$ cat config.mk
export PLATFORM = sky130hd
export DESIGN_NAME = jt12_phrom_arb
export DESIGN_NICKNAME = d
export VERILOG_FILES = /design/src/rtl/jt12_phrom_arb.sv
export SDC_FILE = /design/constraint.sdc
export NUM_CORES = 1
export LEC_CHECK = 0
export BUFFER_PORTS_ARGS = -buffer_cell sky130_fd_sc_hd__buf_2
export CORE_UTILIZATION = 39
export CTS_BUF_LIST = sky130_fd_sc_hd__clkbuf_8
export CTS_CLUSTER_SIZE = 24
export DETAILED_ROUTE_END_ITERATION = 10
export HOLD_SLACK_MARGIN = 0.02
export PLACE_DENSITY = 0.83
export SLEW_MARGIN = 10
export SYNTH_ARGS = -nofsm -noshare
export SYNTH_HDL_FRONTEND = slang
export SYNTH_SLANG_ARGS = --single-unit
$ cat constraint.sdc
create_clock -name clk -period 7.2 [get_ports clk]
set_clock_uncertainty 0.05 [all_clocks]
set_input_delay 0.72 -clock clk [delete_from_list [all_inputs] [get_ports clk]]
set_output_delay 0.72 -clock clk [all_outputs]
set_load 0.01 [all_outputs]
$ cat src/rtl/jt12_phrom_arb.sv
// jt12_phrom_arb: round-robin arbiter sharing one registered 32x46 phase ROM
// between NREQ requesters (operator pipe, test reader, LFO, ...).
// Ports: clk, rst (sync, active high), clk_en; req/addr from requesters;
// gnt/rd_valid one-clk pulses per requester; rd_data passes rom_ph through;
// rom_addr drives the ROM; rom_ph comes back from it; busy = read in flight.
// Option: define JT12_PHROM_PRIO0_EN to give requester 0 fixed top priority.
module jt12_phrom_arb #(
  parameter int NREQ = 4,
  parameter int IDW  = 2
) (
  input  logic              clk,
  input  logic              rst,
  input  logic              clk_en,
  input  logic [NREQ-1:0]   req,
  input  logic [5*NREQ-1:0] addr,
  output logic [NREQ-1:0]   gnt,
  output logic [NREQ-1:0]   rd_valid,
  output logic [45:0]       rd_data,
  output logic [4:0]        rom_addr,
  input  logic [45:0]       rom_ph,
  output logic              busy
);

  logic [IDW-1:0]  ptr_q, ptr_d;
  logic            s1_vld_q, s1_vld_d;
  logic [IDW-1:0]  s1_id_q, s1_id_d;
  logic            s2_vld_q, s2_vld_d;
  logic [IDW-1:0]  s2_id_q, s2_id_d;
  logic [4:0]      addr_q, addr_d;
  logic [NREQ-1:0] gnt_q, gnt_d;
  logic [NREQ-1:0] rdv_q, rdv_d;

  logic            hit;
  logic            upd;
  logic [IDW-1:0]  win;
  logic [4:0]      win_addr;

  // Winner = set request with the smallest distance from the pointer.
  always_comb begin
    int best;
    int d;
    best = NREQ;
    d    = 0;
    hit  = 1'b0;
    upd  = 1'b0;
    win  = '0;
    for (int i = 0; i < NREQ; i++) begin
      d = i - int'(ptr_q);
      if (d < 0) d = d + NREQ;
      if (req[i] && d < best) begin
        best = d;
        win  = IDW'(i);
        hit  = 1'b1;
        upd  = 1'b1;
      end
    end
`ifdef JT12_PHROM_PRIO0_EN
    // Requester 0 overrides rotation and leaves the pointer alone.
    if (req[0]) begin
      win = '0;
      hit = 1'b1;
      upd = 1'b0;
    end
`endif
  end

  always_comb begin
    win_addr = '0;
    for (int i = 0; i < NREQ; i++) begin
      if (int'(win) == i) win_addr = addr[5*i +: 5];
    end
  end

  always_comb begin
    ptr_d    = ptr_q;
    s1_vld_d = s1_vld_q;
    s1_id_d  = s1_id_q;
    s2_vld_d = s2_vld_q;
    s2_id_d  = s2_id_q;
    addr_d   = addr_q;
    gnt_d    = '0;
    rdv_d    = '0;
    if (clk_en) begin
      s1_vld_d = hit;
      s1_id_d  = win;
      s2_vld_d = s1_vld_q;
      s2_id_d  = s1_id_q;
      if (hit) begin
        addr_d = win_addr;
        if (upd) begin
          if (int'(win) == NREQ - 1) ptr_d = '0;
          else ptr_d = win + 1'b1;
        end
      end
      for (int i = 0; i < NREQ; i++) begin
        gnt_d[i] = hit && (int'(win) == i);
        rdv_d[i] = s1_vld_q && (int'(s1_id_q) == i);
      end
    end
  end

  always_ff @(posedge clk) begin
    if (rst) begin
      ptr_q    <= '0;
      s1_vld_q <= 1'b0;
      s1_id_q  <= '0;
      s2_vld_q <= 1'b0;
      s2_id_q  <= '0;
      addr_q   <= '0;
      gnt_q    <= '0;
      rdv_q    <= '0;
    end else begin
      ptr_q    <= ptr_d;
      s1_vld_q <= s1_vld_d;
      s1_id_q  <= s1_id_d;
      s2_vld_q <= s2_vld_d;
      s2_id_q  <= s2_id_d;
      addr_q   <= addr_d;
      gnt_q    <= gnt_d;
      rdv_q    <= rdv_d;
    end
  end

  assign gnt      = gnt_q;
  assign rd_valid = rdv_q;
  assign rd_data  = rom_ph;
  assign rom_addr = addr_q;
  assign busy     = s1_vld_q | s2_vld_q;

endmodule
Yosys cells after proc, flatten, opt, wreduce, memory -nomap -nowiden
Cells that the tools add are included.
{"block": "word_totals", "regBits": 19, "latchBits": 0, "mem_bits_rw": 0, "romBits": 0, "in_bits": 73, "output_inout_bits": 60, "memories": 0}
{"block": "classes", "n_addsub": 9, "mul": 0, "div": 0, "order_cmp": 8, "eq_ne": 6, "shifts": 0, "n_mux": 19, "n_bitwise": 2, "reduce_logical": 16}
{"cell": "32-bit two-way mux", "n": 7}
{"cell": "32-bit < comparator", "n": 3}
{"cell": "32-bit by 4-bit < comparator with 1-bit output, second input constant", "n": 1}
{"cell": "3-bit by 4-bit adder with 5-bit output, second input constant", "n": 4}
{"cell": "5-bit two-way mux", "n": 4}
{"cell": "1-bit logical AND", "n": 12}
{"cell": "3-bit by 1-bit < comparator with 1-bit output, second input constant", "n": 4}
{"cell": "2-bit == test, second input constant", "n": 4}
{"cell": "2-bit two-way mux", "n": 3}
{"cell": "1-bit by 2-bit subtractor with 3-bit output, first input constant", "n": 2}
{"cell": "2-bit by 2-bit subtractor with 3-bit output, first input constant", "n": 2}
{"cell": "1-bit two-way mux", "n": 5}
{"cell": "2-bit by 1-bit == test with 1-bit output, second input constant", "n": 2}
{"cell": "2-bit zero test", "n": 2}
{"cell": "2-bit by 1-bit adder with 2-bit output, second input constant", "n": 1}
{"cell": "2-bit AND reduction", "n": 1}
{"cell": "2-bit OR reduction", "n": 1}
{"cell": "1-bit NOT", "n": 1}
{"cell": "1-bit OR", "n": 1}

Depth between registers and ports, before layout
{"block": "logic_depth", "ltp_word": 20, "mapped_depth": 20}

Worst setup path after synthesis
Ideal clock, no wire load.
{"block": "synth_timing", "path_type": "input to register", "startpoint": "in req[1]", "endpoint": "reg addr_q[0] (netlist: rom_addr[0])", "setup_ns": 0.074, "t_arrival_ns": 3.651, "required_time_ns": 7.076, "slack_ns": 3.425, "cell_stages": 20, "cell_sequence": "buf_2 > inv_1 > mux2i_1 > a32oi_1 > ha_1 > o22ai_1 > o21ai_1 > nor2_1 > a21o_1 > ha_1 > o32ai_1 > nand2_1 > and2_4 > and2_1 > ha_1 > clkbuf_1 > nand3b_1 > a311oi_1 > a211oi_1 > nor3_2"}
{"block": "synth_between", "elab_chain_len": 13, "elab_cells_between_ends": 22}
{"element": "start: declaration", "line_no": "14", "source": "input logic [NREQ-1:0] req,"}
{"element": "1-bit logical AND *", "line_no": "50", "source": "if (req[i] && d < best) begin"}
{"element": "32-bit two-way mux", "line_no": "50"}
{"element": "32-bit < comparator", "line_no": "50"}
{"element": "1-bit logical AND", "line_no": "50"}
{"element": "32-bit two-way mux", "line_no": "50"}
{"element": "32-bit < comparator", "line_no": "50"}
{"element": "1-bit logical AND", "line_no": "50"}
{"element": "2-bit two-way mux", "line_no": "50"}
{"element": "2-bit zero test", "line_no": "70", "source": "if (int'(win) == i) win_addr = addr[5*i +: 5];"}
{"element": "5-bit two-way mux (4 in series)", "line_no": "70"}
{"element": "end signal: assignment", "line_no": "118", "source": "addr_q <= addr_d;"}
{"element": "end: declaration", "line_no": "29", "source": "logic [4:0] addr_q, addr_d;"}
Mark *: on every way between the ends. The rest lies on a longest branch, timed or not.
A chain may end at the register's enable or synchronous reset.

Final worst setup path
{"block": "layout_timing", "startpoint": "in req[0]", "endpoint": "reg addr_q[3] (netlist: rom_addr[3])"}
{"block": "layout_between", "elab_chain_len": 16, "elab_cells_between_ends": 26}
{"element": "1-bit logical AND *", "line_no": "50"}
{"element": "32-bit two-way mux", "line_no": "50"}
{"element": "32-bit < comparator", "line_no": "50"}
{"element": "1-bit logical AND", "line_no": "50"}
{"element": "32-bit two-way mux", "line_no": "50"}
{"element": "32-bit < comparator", "line_no": "50"}
{"element": "1-bit logical AND", "line_no": "50"}
{"element": "32-bit two-way mux", "line_no": "50"}
{"element": "32-bit < comparator", "line_no": "50"}
{"element": "1-bit logical AND", "line_no": "50"}
{"element": "2-bit two-way mux", "line_no": "50"}
{"element": "2-bit zero test", "line_no": "70"}
{"element": "5-bit two-way mux (4 in series)", "line_no": "70"}
Marked as above.

==> flow_summary.ini <==
[route]
wl_um = 3100
viasPerCell = 5.18
ant_nets = 0
route.met2.wl_um = 1530
num_vias = 1094
wl_per_cell_um = 14.7
met1_length_um = 1230
drt-pass1-iter-count = 4
drc = 0
wl_met3_um = 237
top_layer = met4
dr.first_iter.drc_count = 72

[place]
gp_congestion = 0.806
hpwlAfterDp_um = 2430
place_area_sq_um = 1340
port_buffers = 40

[timing]
slew_violations = 0
worst_slew_pin_slew_ps = 1040
finalHoldViolCount = 0
fmax_mhz = 256
fin_crit_ps = 3910
finalSetupViolCount = 0
finalSetupTns_ps = 0
max_slew_margin = 0.298
rsz0062_at_grt = false
post-route-period-util = 0.543

[final_layout]
stdcell_area_sq_um = 1380
utilization = 0.378
n_antenna_cell = 0
fill_cells = 383
layout_commonest_cell = buf_2
finalNetCount = 243
final_cell_mix = buf_2 (40), dfxtp_1 (19), nand2_1 (13)
drive_above_1_share = 0.331
seq_area_sq_um = 380
syn_to_final_growth_pct = -6.43
multi_input_area_sq_um = 687

[cts]
clk_latency_ps = 260
post_cts_resize_count = 0
path_clk_slew_ps = 70
clockBufferDepth = 2
cts.sinks = 19
root_buffer = clkbuf_8
cts_tree = done
hold_buffers = 0
cts_setup_buffers = 0
cts-buffers-inserted = 3
htree_num_levels = 1

[setup_path]
start_kind = input pin
worstSetupPathType = in2reg
crit_required_ps = 7330
worstPathArrival_ps = 4040
end_kind = flip-flop
worst-path-max-fanout = 11

[floorplan]
initial_core_util = 0.404
io_pins = 133
rows = 22
die-area_sq_um = 4040
fp.dieW_um = 63.6
die_y_um = 63.6
core_area_sq_um = 3660

[power]
ir_drop_uv = 106
p_leak_nw = 0.593
powerDensity_nw_per_um2 = 377

[logic_synthesis]
ys_ff_latch = 19
syn-instance-count = 174
ys_seq_area_frac = 0.257
netlist_area_sq_um = 1480
yosys.cell_types.count = 37
syn_avg_cell_area_sq_um = 8.50
ys.warnings.count = 0
syn-num-nets = 253

[global_routing]
grt_pass1_vias = 1034
overflow = 0
grt_max_degree = 19
grt_use_total = 0.154
grt_pass1_wl_um = 4890
antenna_found_initial = 0

[hold_path]
hp-class = reg2reg

[flow_run]
max-cap-violations = 0

[status]
status = finished, final reports clean
[cells in the mapped netlist (all sizes together)]
cell type,count,area share
inv,3,0.0076
nor4b,2,0.012
nor4bb,1,0.0068
a211oi,5,0.025
clkbuf,4,0.010
a32oi,2,0.012
o21ai,2,0.0068
a21oi,4,0.014
dfxtp,19,0.26
or3,1,0.0042
or2,1,0.0042
o41a,1,0.0076
xnor2,1,0.0059
nor3,7,0.041
nor4,1,0.0042
nor2b,6,0.030
buf,51,0.26
o31ai,1,0.0051
nand3b,7,0.036
and2,6,0.029
mux2i,1,0.0068
nand2,13,0.033
nand2b,4,0.017
nor2,12,0.030
ha,6,0.051
o22ai,1,0.0042
a21o,2,0.010
a221o,1,0.0068
a311oi,7,0.046
o41ai,1,0.011
o32ai,1,0.0059
[where the power goes]
part | leakage [nW] | switching [W] | internal (W) | total, W
sequential | 0.156 | 0.0000186 | 0.000126 | 0.000145
combinational | 0.411 | 0.000162 | 0.000141 | 0.000304
clock | 0.0269 | 0.0000351 | 0.0000380 | 0.0000731
total | 0.593 | 0.000216 | 0.000305 | 0.000521
[routing by layer]
metal / vias up / global-route usage
met5: - / 0
met4: 0 / 0.0739
met3: 12 / 0.0471
met2: 44 / 0.266
met1: 505 / 0.169
li1: 533 / -
[kinds of logic (layout without fill, tap and decap cells)]
family                   count (synthesis)  in the layout  synth area share
XOR/XNOR                                 1              1           0.00592
AND/OR/NAND/NOR                         61             61             0.247
flip-flops                              19             19             0.257
buffers and inverters                   58             47             0.278
adder cells (fa/ha/maj)                  6              6            0.0508
multiplexers                             1              1           0.00677
AO/OA/AOI/OAI                           28             28             0.154
[critical path, stage by stage]
cell and delay, ps:
buf_2 200, mux2i_1 100, a32oi_1 230, ha_1 290
o22ai_1 110, o21ai_1 210, nor2_1 70, a21o_1 150
ha_1 270, o32ai_1 120, nand2_1 120, and2_4 160
and2_1 170, ha_1 290, nand3b_1 200, a311oi_1 310
a211oi_1 110, nor3_2 200
[sequential cells by signal, indices dropped and copies added, names as in the netlist]
name	cells
gnt	4
s2_vld_q	1
rom_addr	5
s1_id_q	2
rd_valid	4
s1_vld_q	1
ptr_q	2
[path summary, 6_finish.rpt]
check                   startpoint                  endpoint  slack [ps]  cells after the start
max                         req[0]  rom_addr[3]$_SDFFE_PP0P_        3290                     18
min          s2_vld_q$_SDFFE_PP0P_     s2_vld_q$_SDFFE_PP0P_         420                      2
max reg2reg  ptr_q[0]$_SDFFE_PP0P_  rom_addr[3]$_SDFFE_PP0P_        3400                     17
min reg2reg  s2_vld_q$_SDFFE_PP0P_     s2_vld_q$_SDFFE_PP0P_         420                      2
[cell type report]
class                           instances  area share
Multi-Input combinational cell         97       0.496
Sequential cell                        19       0.275
Timing Repair Buffer                   40       0.145
Tap cell                               48      0.0434
Clock buffer                            3      0.0298
Inverter                                3     0.00814
Clock inverter                          1     0.00271
[through the flow]
stage / cells / setup WS [ps] / hold WS (ps) / total power (W)
floorplan: 174 / 3430 / 395 / 0.000410
global placement: 207 / 3180 / 405 / 0.000437
detailed placement: 207 / 3060 / 416 / 0.000449
CTS: 211 / 3270 / 427 / 0.000521
global route: 211 / 2960 / 456 / 0.000562
finish: 211 / 3290 / 422 / 0.000521
Note: power is estimated with default switching activity, not from simulation.
